$ cat config.mk
export PLATFORM = sky130hd
export DESIGN_NAME = column_sweep_controller
export DESIGN_NICKNAME = d
export VERILOG_FILES = /design/src/rtl/column_sweep_controller_pkg.sv /design/src/rtl/column_sweep_controller_fix_to_heat.sv /design/src/rtl/column_sweep_controller.sv
export SDC_FILE = /design/constraint.sdc
export NUM_CORES = 1
export LEC_CHECK = 0
export ABC_AREA = 1
export CAP_MARGIN = 20
export CORE_AREA = 4 4 431 433
export CTS_BUF_LIST = sky130_fd_sc_hd__clkbuf_4
export CTS_CLUSTER_DIAMETER = 60
export DETAILED_ROUTE_END_ITERATION = 8
export DIE_AREA = 0 0 435 437
export GPL_ROUTABILITY_DRIVEN = 0
export GPL_TIMING_DRIVEN = 0
export MAX_ROUTING_LAYER = met4
export SLEW_MARGIN = 5
export SYNTH_ARGS = -nofsm -noshare
export SYNTH_HDL_FRONTEND = slang
export SYNTH_SLANG_ARGS = --single-unit
$ cat constraint.sdc
create_clock -name clk -period 13 [get_ports clk]
set_input_delay 1.3 -clock clk [delete_from_list [all_inputs] [get_ports clk]]
set_output_delay 1.3 -clock clk [all_outputs]
set_load 0.02 [all_outputs]
$ cat src/rtl/column_sweep_controller_pkg.sv
// Shared definitions for the column sweep controller: FSM states, the node fixed-point
// format (1 sign, 4 integer, 27 fraction bits) and heat colour saturation limits.
package column_sweep_controller_pkg;

  typedef enum logic [2:0] {
    S_WAIT_FLAGS = 3'd0,
    S_DRAIN      = 3'd1,
    S_RELEASE    = 3'd2,
    S_HOLD       = 3'd3,
    S_GUARD      = 3'd4
  } state_t;

  localparam int FP_W         = 32;
  localparam int FP_FRAC_BITS = 27;
  localparam int FP_SIGN_POS  = FP_W - 1;
  localparam int FP_OVF_POS   = FP_W - 2;
  localparam int FP_HEAT_MSB  = FP_W - 3;

  localparam logic signed [FP_W-1:0] FP_8_0 = 32'sh4000_0000;

  localparam int         HEAT_W   = 8;
  localparam logic [7:0] HEAT_MIN = 8'h00;
  localparam logic [7:0] HEAT_MAX = 8'hFF;

endpackage

$ cat src/rtl/column_sweep_controller_fix_to_heat.sv
// Maps a signed fixed-point node value onto an 8-bit heat intensity:
// negatives clamp to black, values of 8.0 and above clamp to full scale.
module fix_to_heat
  import column_sweep_controller_pkg::*;
#(
  parameter int DATA_W = FP_W
) (
  input  logic signed [DATA_W-1:0] i_v,
  output logic        [HEAT_W-1:0] o_heat
);

  // 8.0 is the lowest value whose integer field overflows the visible range
  localparam logic signed [DATA_W-1:0] L_8_0 = {2'b01, {(DATA_W-2){1'b0}}};

  always_comb begin
    o_heat = HEAT_MIN;
    if (i_v < 0) begin
      o_heat = HEAT_MIN;
    end else if (i_v >= L_8_0) begin
      o_heat = HEAT_MAX;
    end else begin
      o_heat = i_v[DATA_W-3 -: HEAT_W];
    end
  end

endmodule

$ cat src/rtl/column_sweep_controller.sv
// Collects one row from the column array once every column flags done, streams it to the
// VGA pixel writer, then pulses start so all columns advance one row together.
module column_sweep_controller
  import column_sweep_controller_pkg::*;
#(
  parameter int NUM_COLS = 32,
  parameter int ROW_BITS = 7,
  parameter int COL_BITS = 7,
  parameter int DATA_W   = FP_W
) (
  input  logic                       clk,
  input  logic                       reset,
  input  logic                       run,
  input  logic [ROW_BITS:0]          height,
  input  logic [NUM_COLS-1:0]        col_flag,
  input  logic [NUM_COLS*DATA_W-1:0] col_node,
  output logic                       start,
  output logic                       pix_valid,
  input  logic                       pix_ready,
  output logic [COL_BITS:0]          pix_x,
  output logic [ROW_BITS:0]          pix_y,
  output logic [7:0]                 pix_color,
  output logic [15:0]                sweep_count,
  output logic                       busy
);

  localparam int COL_W = COL_BITS + 1;
  localparam int ROW_W = ROW_BITS + 1;
  localparam int PTR_W = (NUM_COLS > 1) ? $clog2(NUM_COLS) : 1;
  localparam logic [PTR_W-1:0] LAST_PTR = PTR_W'(NUM_COLS - 1);

  state_t                    r_state;
  logic                      r_start;
  logic                      r_pix_valid;
  logic [COL_W-1:0]          r_pix_x;
  logic [ROW_W-1:0]          r_pix_y;
  logic [7:0]                r_pix_color;
  logic [15:0]               r_sweep;
  logic                      r_busy;
  logic [ROW_W-1:0]          r_row;
  logic [PTR_W-1:0]          r_ptr;
  logic [DATA_W-1:0]         r_cap [NUM_COLS];

  logic                      w_all_flags;
  logic [PTR_W-1:0]          w_next_ptr;
  logic signed [DATA_W-1:0]  w_heat_src;
  logic [7:0]                w_heat;

  assign w_all_flags = &col_flag;
  assign w_next_ptr  = (r_ptr == LAST_PTR) ? '0 : r_ptr + 1'b1;

  // Colour is registered one pixel ahead: the first pixel comes straight off the
  // column bus at capture time, later ones from the capture array.
  assign w_heat_src = (r_state == S_WAIT_FLAGS) ? signed'(col_node[DATA_W-1:0])
                                                : signed'(r_cap[w_next_ptr]);

  fix_to_heat #(.DATA_W(DATA_W)) u_heat (
    .i_v    (w_heat_src),
    .o_heat (w_heat)
  );

  always_ff @(posedge clk) begin
    if (r_state == S_WAIT_FLAGS && w_all_flags) begin
      for (int i = 0; i < NUM_COLS; i++) begin
        r_cap[i] <= col_node[i*DATA_W +: DATA_W];
      end
    end
  end

  always_ff @(posedge clk or negedge reset) begin
    if (!reset) begin
      r_state     <= S_WAIT_FLAGS;
      r_start     <= 1'b0;
      r_pix_valid <= 1'b0;
      r_pix_x     <= '0;
      r_pix_y     <= '0;
      r_pix_color <= '0;
      r_sweep     <= '0;
      r_busy      <= 1'b0;
      r_row       <= '0;
      r_ptr       <= '0;
    end else begin
      r_start <= 1'b0;
      case (r_state)
        S_WAIT_FLAGS: begin
          if (w_all_flags) begin
            r_state     <= S_DRAIN;
            r_pix_valid <= 1'b1;
            r_busy      <= 1'b1;
            r_ptr       <= '0;
            r_pix_x     <= '0;
            r_pix_y     <= r_row;
            r_pix_color <= w_heat;
          end
        end
        S_DRAIN: begin
          if (r_pix_valid && pix_ready) begin
            if (r_ptr == LAST_PTR) begin
              r_ptr       <= '0;
              r_pix_valid <= 1'b0;
              if (run) begin
                r_state <= S_RELEASE;
                r_start <= 1'b1;
              end else begin
                r_state <= S_HOLD;
                r_busy  <= 1'b0;
              end
            end else begin
              r_ptr       <= w_next_ptr;
              r_pix_x     <= COL_W'(w_next_ptr);
              r_pix_color <= w_heat;
            end
          end
        end
        S_HOLD: begin
          if (run) begin
            r_state <= S_RELEASE;
            r_start <= 1'b1;
            r_busy  <= 1'b1;
          end
        end
        S_RELEASE: begin
          r_state <= S_GUARD;
        end
        S_GUARD: begin
          // A height lowered below the current row still wraps here
          if (r_row >= height) begin
            r_row   <= '0;
            r_sweep <= r_sweep + 16'd1;
          end else begin
            r_row <= r_row + 1'b1;
          end
          r_state <= S_WAIT_FLAGS;
          r_busy  <= 1'b0;
        end
        default: begin
          r_state <= S_WAIT_FLAGS;
          r_busy  <= 1'b0;
        end
      endcase
    end
  end

  assign start       = r_start;
  assign pix_valid   = r_pix_valid;
  assign pix_x       = r_pix_x;
  assign pix_y       = r_pix_y;
  assign pix_color   = r_pix_color;
  assign sweep_count = r_sweep;
  assign busy        = r_busy;

endmodule

==> impl_results.md <==
* Run status: complete, no violations
* Via density at 2.897
* Achievable frequency at 270.0 MHz
* Synthesized area at 0.01665 mm^2
* Die H at 437 um
* Dpl ws at 8.206 ns
* Critical path type: input pin to flip-flop
* Number of remaining DRC errors at 0
* Number of CTS-inserted buffers at 102
* DR vias at 13,466
* GRT overflow at 0
* Commonest non-fill, non-tap cell in the layout: nand2_1
* DRT Pass-1 Iters at 6
* Final period utilization at 0.2849
* Initial DRC Count at about 730
* Ys async rst share at 0.1489
* Overall global routing resource usage at 0.08317
* Min Tclk post-route at 3.704 ns
* Sequential fraction of the synthesis area at 0.6612
* IO Pins at around 1,100
* Nets at 3,236
* Setup Fix Bufs, Post-CTS at 0
* Die Wd at 435 um
* Sink Count at 376
* Clock transition at the registers of the reported paths at 0.07 ns
* Initial antenna violation count at between 40 and 50
* Fill cell count at 20,456
* Most frequent cells in the layout: nand2_1 (480), clkdlybuf4s50_1 (402), edfxtp_1 (320), nand3_1 (292), inv_1 (273)
* Syn Inst Count at 1,642
* Clk_lat worst skew at 1.02 ns
* Mapped Avg Cell Area at 10.14 um^2
* Worst ir drop on vdd at approximately 73 uV
* Critical path peak fanout at 117
* CP Capture Type: flip-flop
* CP required at 13.59 ns
* WP data arrival at 4.30 ns
* Die ar. at 0.1901 mm^2
* Leak pwr at 9.785 nW
* Synth area leader: edfxtp_1
* Largest net degree at the start of global routing at 118
* Placed cell areas at between 0.02 and 0.025 mm^2
* Top cells by area, synth: edfxtp_1 (58%), nand2_1 (11%), nand3_1 (8.8%), dfrtp_1 (8.4%), inv_1 (6.2%)
* Hold buffer count at cts at 0
* Root Buffer: clkbuf_4
* Library cells used by synthesis at 37
* CP Launch Type: input pin
* Post-CTS Resized at 0
* Share of the synthesized area in the top cell type at 0.5771
* HPWL after DPL at 64,750 um
* Design area at 0.02519 mm^2
* R2R Path Start: r_ptr[0]$_DFFE_PN0P_
* Final setup violation count at 0
* Starting density of the core at 0.09145
* Final TNS setup at 0 ns
* Area occupied by multi-input gates at 0.004168 mm^2
* First-pass GRT wire length at about 100,000 um
* Worst slew margin at 0.4071
* Row count at 157
* Wire per inst at 17.12 um
* TritonCTS clock tree: done
* YS warnings at 0
* Port bufs at 403
* #FFs+latches synth at 376
* Final Slew Violations at 0
* Routed wire length at about 80,000 um
* Hold Vio Cnt, Final at 0
* Layout cells sized above 1 at 0.1179
* PwrDens at 147.3 mW/mm^2
* Worst slew pin tran at between 0.8 and 0.9 ns
* Core Area at approximately 0.18 mm^2
* Vias in the first global route at about 14,000
* Hold Crit Class: input pin to async pin
* Antenna-violating nets left at 0
* Setup ws final at around 9.3 ns
* Max cap viols at 0
* RSZ-0062 raised after global routing: false
* Final Power at 3.712 mW
* Clock Path Buffers at 3
* Htree depth at 3
* Area delta synth->final at 51.29%
* Ys flop type: edfxtp_1
* Worst Skew at 0.08162 ns
* Post-synth EDFFs at 320
* Flip-flop and latch area at around 0.011 mm^2
* CP Launch Point: col_flag[0]
[worst max-delay path, stage by stage]
cell             delay [ns]
clkdlybuf4s50_1        0.45
nand2_1                0.05
nor2_1                 0.10
nand2_1                0.24
nor3_2                 0.32
nand3_1                0.35
inv_8                  0.70
buf_16                 0.39
[worst paths after layout]
kind	slack (ns)	endpoint	cells past startpoint
max reg2reg	9.44	pix_color[7]$_DFFE_PN0P_	19
min in group clk	0.48	r_state[2]$_DFFE_PN0P_	1
min reg2reg	0.48	r_state[2]$_DFFE_PN0P_	1
min	0.24	sweep_count[11]$_DFFE_PN0P_	1
max in group asynchronous	12.19	pix_color[1]$_DFFE_PN0P_	2
max	9.30	r_cap[31][24]$_DFFE_PP_	8
[per-layer routing]
metal | up-vias | share of wire | GRT usage
met5 | - | 0 | -
met4 | 0 | 0.042 | 0.03804
met3 | 146 | 0.049 | 0.01972
met2 | 495 | 0.57 | 0.1610
met1 | 6353 | 0.34 | 0.07654
li1 | 6472 | - | -
[through the flow]
stage	utilization	hold slack, ns	std cells
2_1_floorplan	-	0.4450	1644
3_3_place_gp	0.1300	0.4569	4432
3_5_place_dp	0.1306	0.4622	4437
4_1_cts	0.1379	0.09392	4616
5_1_grt	0.1383	0.1665	4642
6_report	0.1383	0.2392	4649
[power breakdown]
part           switching (mW)  internal, mW
Sequential             0.0148          1.33
Clock                   0.560         0.559
Combinational           0.868         0.380
Total                    1.44          2.27
[cells by family (layout without fill, tap and decap cells)]
group                    Yosys count  count (layout)  synth area share
buffers and inverters            355             942           0.08896
AO/OA/AOI/OAI                     37              37           0.01210
adder cells (fa/ha/maj)           12              12          0.009016
flip-flops                       376             376            0.6612
other                              1              36         0.0002252
AND/OR/NAND/NOR                  844             844            0.2196
XOR/XNOR                          17              17          0.008941
[Yosys cell counts (2+ instances only)]
master    number
inv_2          7
o21ai_0       23
nand3_1      292
nor3_1         5
xor2_1        11
nor2_4         2
or2_2         10
inv_1        274
ha_1          12
buf_4          8
nor2_2         2
edfxtp_1     320
a21oi_1        8
nand4_1        8
nor2_1        34
buf_6          8
buf_2         47
dfrtp_1       56
nor3_2         2
nand2_1      480
nand2_2        4
xnor2_1        6
clkbuf_1       9
[state kept, by name, summed over array words and instances, names as in the netlist]
signal / flops
pix_y: 8
r_state: 3
sweep_count: 16
r_ptr: 5
pix_color: 8
pix_valid: 1
pix_x: 5
busy: 1
r_cap: 320
r_row: 8
start: 1
[final cells by class]
type / instances / area share
Sequential cell: 376 / 0.4371
Multi-Input combinational cell: 913 / 0.1654
Timing Repair Buffer: 408 / 0.1639
Tap cell: 2385 / 0.1185
Clock buffer: 145 / 0.04321
Inverter: 282 / 0.04231
Buffer: 73 / 0.01679
Clock inverter: 34 / 0.009536
Antenna cell: 33 / 0.003278
(Power assumes the default switching activity.)
